<file path="config.mk">
export PLATFORM = sky130hd
export DESIGN_NAME = key_start_gen
export DESIGN_NICKNAME = d
export VERILOG_FILES = /design/src/rtl/key_start_gen.sv
export SDC_FILE = /design/constraint.sdc
export NUM_CORES = 1
export LEC_CHECK = 0
export ABC_CLOCK_PERIOD_IN_PS = 2200
export CAP_MARGIN = 20
export CORE_MARGIN = 2
export CORE_UTILIZATION = 55
export CTS_BUF_LIST = sky130_fd_sc_hd__clkbuf_16
export CTS_CLUSTER_DIAMETER = 60
export DETAILED_ROUTE_END_ITERATION = 16
export PLACE_DENSITY = 0.88
export SETUP_SLACK_MARGIN = 0.2
export SYNTH_ARGS = -nofsm -noshare
export SYNTH_HDL_FRONTEND = slang
export SYNTH_SLANG_ARGS = --single-unit
</file>
<file path="constraint.sdc">
create_clock -name I_CLK -period 2.2 [get_ports I_CLK]
set_clock_uncertainty 0.15 [all_clocks]
set_input_delay 0.44 -clock I_CLK [delete_from_list [all_inputs] [get_ports I_CLK]]
set_output_delay 0.44 -clock I_CLK [all_outputs]
set_load 0.05 [all_outputs]
</file>
<file path="src/rtl/key_start_gen.sv">
// Push-button conditioner for the SPI master test top.
// Synchronises, debounces and edge-detects the key, then issues start requests.
module key_start_gen #(
  parameter int TICK_DIV     = 27000,
  parameter int STABLE_TICKS = 5,
  parameter int DATA_WIDTH   = 8,
  parameter logic [DATA_WIDTH-1:0] DATA_INIT = DATA_WIDTH'(8'hFF)
) (
  input  logic                  I_CLK,
  input  logic                  I_RESETN,
  input  logic                  I_KEY,
  input  logic                  I_BUSY,
  output logic                  O_START,
  output logic [DATA_WIDTH-1:0] O_DATA,
  output logic                  O_PENDING,
  output logic                  O_KEY_LVL,
  output logic                  O_DROP
);

  localparam int CW = $clog2(TICK_DIV);
  localparam logic [CW-1:0] CNT_MAX = CW'(TICK_DIV - 1);

  typedef enum logic {
    RELEASED = 1'b0,
    PRESSED  = 1'b1
  } state_t;

  logic [CW-1:0]           cnt_q, cnt_d;
  logic                    sync1_q, sync2_q;
  logic [STABLE_TICKS-1:0] hist_q, hist_d;
  state_t                  state_q, state_d;
  logic [DATA_WIDTH-1:0]   data_q, data_d;
  logic                    pend_q, pend_d;
  logic                    start_q, start_d;
  logic                    drop_q, drop_d;
  logic                    tick;
  logic                    press_evt;
  logic                    issue;

  assign tick = (cnt_q == CNT_MAX);

  always_comb begin
    cnt_d     = tick ? '0 : cnt_q + CW'(1);
    hist_d    = hist_q;
    state_d   = state_q;
    press_evt = 1'b0;
    if (tick) begin
      hist_d[0] = sync2_q;
      for (int i = 1; i < STABLE_TICKS; i++)
        hist_d[i] = hist_q[i-1];
      unique case (1'b1)
        (state_q == RELEASED) && (hist_d == '0): begin
          state_d   = PRESSED;
          press_evt = 1'b1;
        end
        (state_q == PRESSED) && (hist_d == '1): begin
          state_d = RELEASED;
        end
        default: ;
      endcase
    end
  end

  // Press and issue never collide: a press is accepted only with no
  // request pending, and issue only happens with one pending.
  always_comb begin
    issue   = pend_q && !I_BUSY && !start_q;
    start_d = issue;
    drop_d  = press_evt && pend_q;
    pend_d  = pend_q;
    data_d  = data_q;
    if (press_evt && !pend_q) begin
      pend_d = 1'b1;
      data_d = data_q - DATA_WIDTH'(1);
    end else if (issue) begin
      pend_d = 1'b0;
    end
  end

  always_ff @(posedge I_CLK or negedge I_RESETN) begin
    if (!I_RESETN) begin
      cnt_q   <= '0;
      sync1_q <= 1'b1;
      sync2_q <= 1'b1;
      hist_q  <= '1;
      state_q <= RELEASED;
      data_q  <= DATA_INIT;
      pend_q  <= 1'b0;
      start_q <= 1'b0;
      drop_q  <= 1'b0;
    end else begin
      cnt_q   <= cnt_d;
      sync1_q <= I_KEY;
      sync2_q <= sync1_q;
      hist_q  <= hist_d;
      state_q <= state_d;
      data_q  <= data_d;
      pend_q  <= pend_d;
      start_q <= start_d;
      drop_q  <= drop_d;
    end
  end

  assign O_START   = start_q;
  assign O_DATA    = data_q;
  assign O_PENDING = pend_q;
  assign O_KEY_LVL = (state_q == PRESSED);
  assign O_DROP    = drop_q;

endmodule

</file>
# Yosys cells after proc, flatten, opt, wreduce, memory -nomap -nowiden
# Cells that the tools add are included.
[totals]
regBits = 33
inputBits = 4
out_inout_bits = 12
word_cells = 33
[classes]
n_addsub = 2
eq_ne = 2
mux = 6
bitwise = 1
reduce_logical = 13
[ops]
columns = ["operator", "n"]
rows = [
  ["15-bit by 1-bit adder with 15-bit output (second input constant)", 1],
  ["15-bit == test (second input constant)", 1],
  ["15-bit 2-to-1 mux", 1],
  ["8-bit by 1-bit subtractor with 8-bit output (second input constant)", 1],
  ["1-bit logical AND", 6],
  ["5-bit == test (second input constant)", 1],
  ["5-bit logical NOT", 1],
  ["1-bit 2-to-1 mux", 4],
  ["2-bit nonzero test", 2],
  ["1-bit logical NOT", 3],
  ["1-bit case mux with 2 select lines", 1],
  ["2-bit AND reduction", 1],
  ["1-bit inverter", 1],
]

# Logic depth before layout (Yosys ltp)
# Gate-level depths: netlist (run 1).
[depth]
ltp_word = 6
ltp_mapped = 6
mapped_depth_nobuf = 6

# Worst setup path after synthesis (run 1)
# OpenSTA, ideal clock, no wires.
[synth_timing]
kind = "flip-flop to flip-flop"
startpoint = "register state_q, in the netlist O_KEY_LVL"
endpoint = "register data_q[1], in the netlist O_DATA[1]"
setup_ns = 0.075
arrival_ns = 1.522
required_ns = 1.975
setup_slack_ns = 0.453
stages_incl_launch_ff = 5
n_path_buf = 0
synth_period_minus_slack_ns = 1.747
path_cell_list = "dfrtp_1 > nor4_1 > nand2_1 > or3_4 > mux2i_1"
[synth_via]
elab_chain_cells = 5
[synth_rtl]
columns = ["item", "line", "source"]
rows = [
  ["from (decl)", "31", "state_t state_q, state_d;"],
  ["from (signal assigned)", "96", "state_q <= state_d;"],
  ["1-bit inverter", "52", "(state_q == RELEASED) && (hist_d == '0): begin"],
  ["1-bit logical AND", "52", ""],
  ["1-bit 2-to-1 mux", "51", "unique case (1'b1)"],
  ["1-bit 2-to-1 mux", "47", "if (tick) begin"],
  ["1-bit logical AND", "72", "if (press_evt && !pend_q) begin"],
  ["to (signal assigned)", "97", "data_q <= data_d;"],
  ["to (decl)", "32", "logic [DATA_WIDTH-1:0] data_q, data_d;"],
]
# No other way between the ends.
# A chain may end at the register's enable or synchronous reset.

# Worst setup path in the final report (run 1)
[layout_timing]
startpoint = "register pend_q, in the netlist O_PENDING"
endpoint = "output port O_PENDING"
[layout_lines]
columns = ["item", "line", "source"]
rows = [
  ["from (decl)", "33", "logic pend_q, pend_d;"],
  ["from (signal assigned)", "98", "pend_q <= pend_d;"],
  ["to (decl)", "15", "output logic O_PENDING,"],
]
# No word-level cell between the ends.

==> results of run 1 <==
-- flip-flops by register name (all words and copies together), names as in the netlist --
register	count
O_DROP	1
O_PENDING	1
sync1_q	1
O_START	1
cnt_q	15
sync2_q	1
O_KEY_LVL	1
hist_q	4
O_DATA	8
-- placed cells by master (no fill, tap or decap), drive strengths merged, types with 2 or more instances in the layout --
cell type / n
clkinv: 2
dlygate4sd2: 3
clkdlybuf4s50: 3
ha: 2
and4: 2
buf: 11
o21ai: 7
nand3: 8
xnor2: 2
nor3: 10
or3: 4
nor2: 9
dfrtp: 19
and2: 2
or4: 3
a21oi: 2
xor2: 13
inv: 4
dfstp: 14
nand2: 20
nor4: 4
nand4: 5
and4bb: 4
clkbuf: 5
-- stage by stage --
stage | instance area [sq um] | utilization, %
after global routing | 1884 | 69.53
after global placement | 1732 | 63.90
after floorplan | 1550 | -
final | 1884 | 69.53
after CTS | 1871 | 69.02
after detailed placement | 1732 | 63.90
-- power groups by stage --
stage / Clock [mW] / Sequential (mW) / Combinational [mW]
global route: 0.694 / 0.625 / 0.0728
CTS: 0.665 / 0.624 / 0.0681
global placement: 0 / 0.633 / 0.0703
detailed placement: 0 / 0.634 / 0.0711
finish: 0.649 / 0.624 / 0.0669
floorplan: 0 / 0.649 / 0.0222
-- cells by family after synthesis --
group                    share of synthesized area [%]
AND/OR/NAND/NOR                                  29.38
XOR/XNOR                                         8.475
flip-flops                                       54.40
adder cells (fa/ha/maj)                          1.614
AO/OA/AOI/OAI                                    3.874
buffers and inverters                            1.614
multiplexers                                    0.6457
-- how the worst min path moves through the flow --
stage	end	cells past startpoint	start	slack, ns
after detailed placement	sync2_q	0	sync1_q	0.20
after CTS	sync2_q	0	sync1_q	0.20
final	sync2_q	0	sync1_q	0.20
after global routing	sync2_q	0	sync1_q	0.21
after floorplan	O_DROP	0	I_RESETN	-0.006
after global placement	sync2_q	0	sync1_q	0.20
-- layer usage --
metal  vias to the layer above  global-route usage, %  wire length [microns]
met4                         0                  11.63                     50
li1                        550                      -                      -
met5                         -                      0                      0
met3                         4                  8.390                    163
met2                        28                  33.99                   1525
met1                       528                  23.15                   1288
-- cell type report --
cell class	count	area (sq um)
Sequential cell	33	843.3
Fill cell	178	825.8
Multi-Input combinational cell	103	693.2
Timing Repair Buffer	18	151.4
Clock buffer	5	125.1
Tap cell	31	38.79
Clock inverter	3	17.52
Inverter	4	15.01
-- what timing repair did --
item | in CTS | in global routing
endpoints found under the setup margin | 3 | 5
pin swaps | 0 | 0
endpoints found under the hold margin | 0 | 0
setup buffers | 0 | 0
gates resized for setup | 3 | 3
==> metrics.csv, run 1 <==
stage,metric,value,unit
timing,fin_tns_setup,0,ns
power,finalPower,1.340,mW
clocking,root_buffer,clkbuf_16,
clocking,insertion_delay,0.28,ns
die,die_h,57.09,microns
placement,dp_slack,0.2531,ns
timing,fin_hold_ws,0.2007,ns
setup_path,worst-path-max-fanout,7,
setup_path,r2r_end,O_DATA[1],
setup_path,r2r_cells,5,
logic_synthesis,ys_top_cells_by_area,"dfrtp_1 31%, dfstp_2 24%, xor2_1 7.3%",
placement,dp_hpwl,2060,microns
setup_path,slowest_stage,dlygate4sd2_1,
power,power_frac_comb,5.0,%
power,p_int,1.050,mW
grt,gr-total-overflow,0,
die,dieWidth,57.09,microns
route,avgViaCountPerCell,5.635,
logic_synthesis,synth_seq_area_share,54.40,%
setup_path,path_delay_family,buffers and inverters,
logic_synthesis,synthTopCellsByCount,"20 x nand2_1, 19 x dfrtp_1, 14 x dfstp_2",
grt,grt_pass1_wl,4926,microns
timing,setup_violations,0,
power,p_sw,0.2899,mW
timing,max_freq,535.8,MHz
route,drtAntennaViolNets,0,
finish,area_delta_synth_final,21.55,%
power,switching_share,21.64,%
finish,fin_nets,171,
timing,setup_ws,0.3335,ns
clocking,clk_pin_slew,0.05,ns
power,ir_drop,0.6859,mV
die,core,2710,sq um
logic_synthesis,synthArstFlopShare,100.0,%
route,drt_iter0_markers,31,
run,maxCapViolCount,0,
route,wl,3028,microns
setup_path,crit_required,1.61,ns
grt,grt_max_degree,34,
logic_synthesis,synth_edf_count,0,
timing,slew_headroom,66.05,%
clocking,clock_path_buffers,2,
setup_path,r2r_slack,0.37,ns
clocking,cts_made_buffers,5,
route,via_count,1110,
route,drc,0,
setup_path,path_buf_inv,1,
status,status,completed,
grt,grt_pass1_vias,1092,
setup_path,critical_path_class,flip-flop to primary output,
logic_synthesis,yosysTopAreaCell,dfrtp_1,
die,rows,19,
die,io_pins,16,
setup_path,path_cells,dlygate4sd2_1,
clocking,cts_tree,yes,
die,initial_core_util,57.20,%
logic_synthesis,syn_nets,148,
logic_synthesis,synth_most_common_cell,nand2_1,
setup_path,regToRegStartpoint,cnt_q[0],
timing,rsz0062_at_grt,false,
setup_path,cp_num_cells,1,
finish,num_antenna_cells,0,
placement,io_buffers,15,
power,p_seq_share,46.6,%
power,p_leak,0.9356,nW
timing,period_share,84.84,%
timing,fin_crit,1.866,ns
finish,drive_above_1_share,25.30,%
timing,slew_viol_final,0,
clocking,ctsHoldBuffers,0,
finish,stdcell_count,197,
power,power_density,711.2,nW/um^2
grt,antenna_found_initial,0,
timing,hold_violations,0,
logic_synthesis,yosysTopAreaCellShare,30.67,%
grt,grt_usage,20.82,%
placement,placed_cells,189,
route,wl_per_cell,15.37,microns
timing,tightestPinTransition,0.5113,ns
power,clkPwrFrac,48.4,%
placement,gp_congestion,0.8387,
setup_path,cp.arrival,1.28,ns
logic_synthesis,synth_area_per_cell,10.92,sq um
worst_hold_path,worstHoldPathType,flip-flop to flip-flop,
logic_synthesis,syn_inst,142,
clocking,h-tree-depth,2,
route,first_pass_iters,4,
logic_synthesis,synth_cell_types,33,
logic_synthesis,synth_area,1550,sq um
setup_path,cp-end-kind,primary output,
die,die_area,3259,sq um
setup_path,startpoint,O_PENDING,
setup_path,critPathCapture,O_PENDING,
logic_synthesis,synth_ff_type,dfrtp_1,
clocking,cts_sinks,33,
setup_path,slowest_delay,0.56,ns
setup_path,worstSetupStartpointType,flip-flop,
logic_synthesis,ys_ff_latch,33,
logic_synthesis,yosys_warnings,0,
(Power assumes the default switching activity.)
==> run 2, diff against run 1 <==
--- a/config.mk
+++ b/config.mk
@@ -5,14 +5,14 @@
 export SDC_FILE = /design/constraint.sdc
 export NUM_CORES = 1
 export LEC_CHECK = 0
-export ABC_CLOCK_PERIOD_IN_PS = 2200
+export ABC_CLOCK_PERIOD_IN_PS = 1620
 export CAP_MARGIN = 20
 export CORE_MARGIN = 2
-export CORE_UTILIZATION = 55
+export CORE_UTILIZATION = 50
 export CTS_BUF_LIST = sky130_fd_sc_hd__clkbuf_16
 export CTS_CLUSTER_DIAMETER = 60
 export DETAILED_ROUTE_END_ITERATION = 16
-export PLACE_DENSITY = 0.88
+export PLACE_DENSITY = 0.84
 export SETUP_SLACK_MARGIN = 0.2
 export SYNTH_ARGS = -nofsm -noshare
 export SYNTH_HDL_FRONTEND = slang
==> constraint.sdc (replaced) <==
create_clock -name I_CLK -period 1.62 [get_ports I_CLK]
set_clock_uncertainty 0.15 [all_clocks]
set_input_delay 0.324 -clock I_CLK [delete_from_list [all_inputs] [get_ports I_CLK]]
set_output_delay 0.324 -clock I_CLK [all_outputs]
set_load 0.05 [all_outputs]
==> metrics.csv, run 2 (synthesis results as in run 1) <==
stage,metric,value,unit
clocking,cts_made_buffers,5,
worst_hold_path,hold_path_end,sync2_q,
worst_hold_path,hold_depth,0,
grt,grt_pass1_wl,7583,microns
finish,layout_common_cells,"38 x buf_4, 20 x nand2_1, 16 x buf_6",
die,core,3003,sq um
timing,slew_headroom,76.36,%
timing,slew_viol_final,0,
route,avgViaCountPerCell,5.972,
clocking,ctsHoldBuffers,0,
grt,gr-total-overflow,0,
power,finalPower,1.954,mW
setup_path,slowest_stage,dfrtp_1,
grt,grt_max_degree,34,
clocking,cts_sinks,33,
clocking,clk_pin_slew,0.06,ns
worst_hold_path,worstHoldPathType,flip-flop to flip-flop,
die,rows,20,
setup_path,crit_required,1.67,ns
setup_path,worstSetupStartpointType,flip-flop,
route,wl,5638,microns
finish,drive_above_1_share,57.80,%
clocking,clock_path_buffers,2,
die,die_area,3562,sq um
die,initial_core_util,51.63,%
timing,hold_violations,0,
finish,num_antenna_cells,0,
status,violations,setup timing,
finish,top_register,cnt_q,
route,drc,0,
clocking,cts_tree,yes,
timing,setup_violations,24,
setup_path,path_cells,ha_4 > and4_4 > nand4_4 > buf_6 > nor4_4 > xor2_1,
clocking,insertion_delay,0.28,ns
route,first_pass_iters,4,
setup_path,path_delay_family,simple AND/OR/NAND/NOR gates,
setup_path,r2r_end,O_DATA[7],
setup_path,critical_path_class,flip-flop to flip-flop,
placement,dp_hpwl,2628,microns
finish,largest_reg_flops,15,
setup_path,cp-end-kind,flip-flop,
setup_path,startpoint,cnt_q[1],
worst_hold_path,worstHoldStart,sync1_q,
placement,place_area,2148,sq um
clocking,root_buffer,clkbuf_16,
finish,fin_nets,223,
placement,gp_congestion,0.8247,
finish,layout_commonest_cell,buf_4,
die,die_h,59.68,microns
setup_path,regToRegStartpoint,cnt_q[1],
route,drtAntennaViolNets,0,
die,dieWidth,59.68,microns
timing,period_share,110.7,%
timing,max_freq,557.8,MHz
finish,fill_cells,124,
setup_path,worst-path-max-fanout,4,
timing,fin_crit,1.793,ns
setup_path,path_buf_inv,1,
setup_path,r2r_cells,6,
clocking,h-tree-depth,2,
grt,grt_usage,30.16,%
power,power_density,733.7,nW/um^2
route,wl_per_cell,22.46,microns
grt,antenna_found_initial,0,
grt,grt_pass1_vias,1457,
setup_path,r2r_slack,-0.17,ns
placement,io_buffers,15,
power,p_leak,1.264,nW
setup_path,slowest_delay,0.40,ns
run,maxCapViolCount,0,
timing,setup_ws,-0.1726,ns
status,status,finished with violations,
die,io_pins,16,
timing,rsz0062_at_grt,true,
power,ir_drop,0.7250,mV
timing,tightestPinTransition,0.3514,ns
setup_path,cp.arrival,1.85,ns
route,via_count,1499,
route,drt_iter0_markers,183,
finish,area_delta_synth_final,71.75,%
finish,fin_area,2663,sq um
[run 2: changes by cell type in the layout (fill, tap and decap cells not counted), sizes merged]
cell,previous run,this run
buf,11,67
dlygate4sd2,3,0
dlymetal6s2s,1,0
[run 2: layout make-up]
| class | instances | area [sq um] | area share (%) |
|---|---|---|---|
| clock inverters | 3 | 17.52 | 0.6579 |
| clock buffers | 5 | 125.1 | 4.699 |
| flip-flops and latches | 33 | 848.3 | 31.86 |
| repair buffers | 70 | 755.7 | 28.38 |
| inverters | 4 | 15.01 | 0.5639 |
| well taps | 33 | 41.29 | 1.551 |
| multi-input cells | 103 | 859.6 | 32.28 |
[run 2: worst max-delay path by stage]
stage / to / slack [ns] / cells after the start
2_1_floorplan: O_DATA[1] / -0.05 / 5
3_3_place_gp: O_DATA[1] / -0.01 / 5
3_5_place_dp: O_DATA[2] / -0.1 / 6
4_1_cts: O_DATA[1] / -0.09 / 5
5_1_grt: O_DATA[7] / -0.24 / 6
6_report: O_DATA[7] / -0.17 / 6
[run 2: what timing repair did]
item | 4_1_cts | 5_1_grt
setup endpoints to repair | 36 | 39
gates resized for setup | 22 | 18
pin swaps | 4 | 12
endpoints found under the hold margin | 0 | 0
buffers inserted | 10 | 15
[run 2: per-layer routing]
layer / vias to the layer above / routed length [microns] / GRT usage (%)
met5: - / 0 / 0
met1: 744 / 2153 / 34.04
li1: 650 / - / -
met4: 0 / 231 / 15.56
met2: 80 / 2961 / 53.57
met3: 25 / 291 / 5.628
[run 2: per-stage QoR]
step | setup TNS, ns | setup WS [ns] | util [%] | cells | hold WS, ns
global route | -3.033 | -0.2380 | 88.67 | 251 | 0.2049
global placement | -0.01057 | -0.009691 | 71.54 | 218 | 0.1956
detailed placement | -0.3988 | -0.09554 | 71.54 | 218 | 0.1973
floorplan | -0.1373 | -0.04624 | - | 142 | -0.1216
CTS | -0.4274 | -0.09106 | 82.17 | 236 | 0.2045
finish | -1.819 | -0.1726 | 88.67 | 251 | 0.2004
[run 2: power breakdown]
part | switching (mW) | total (mW) | leakage [nW] | internal [mW]
Combinational | 0.112 | 0.182 | 0.806 | 0.0696
Sequential | 0.00859 | 0.847 | 0.388 | 0.838
Clock | 0.362 | 0.925 | 0.0696 | 0.563
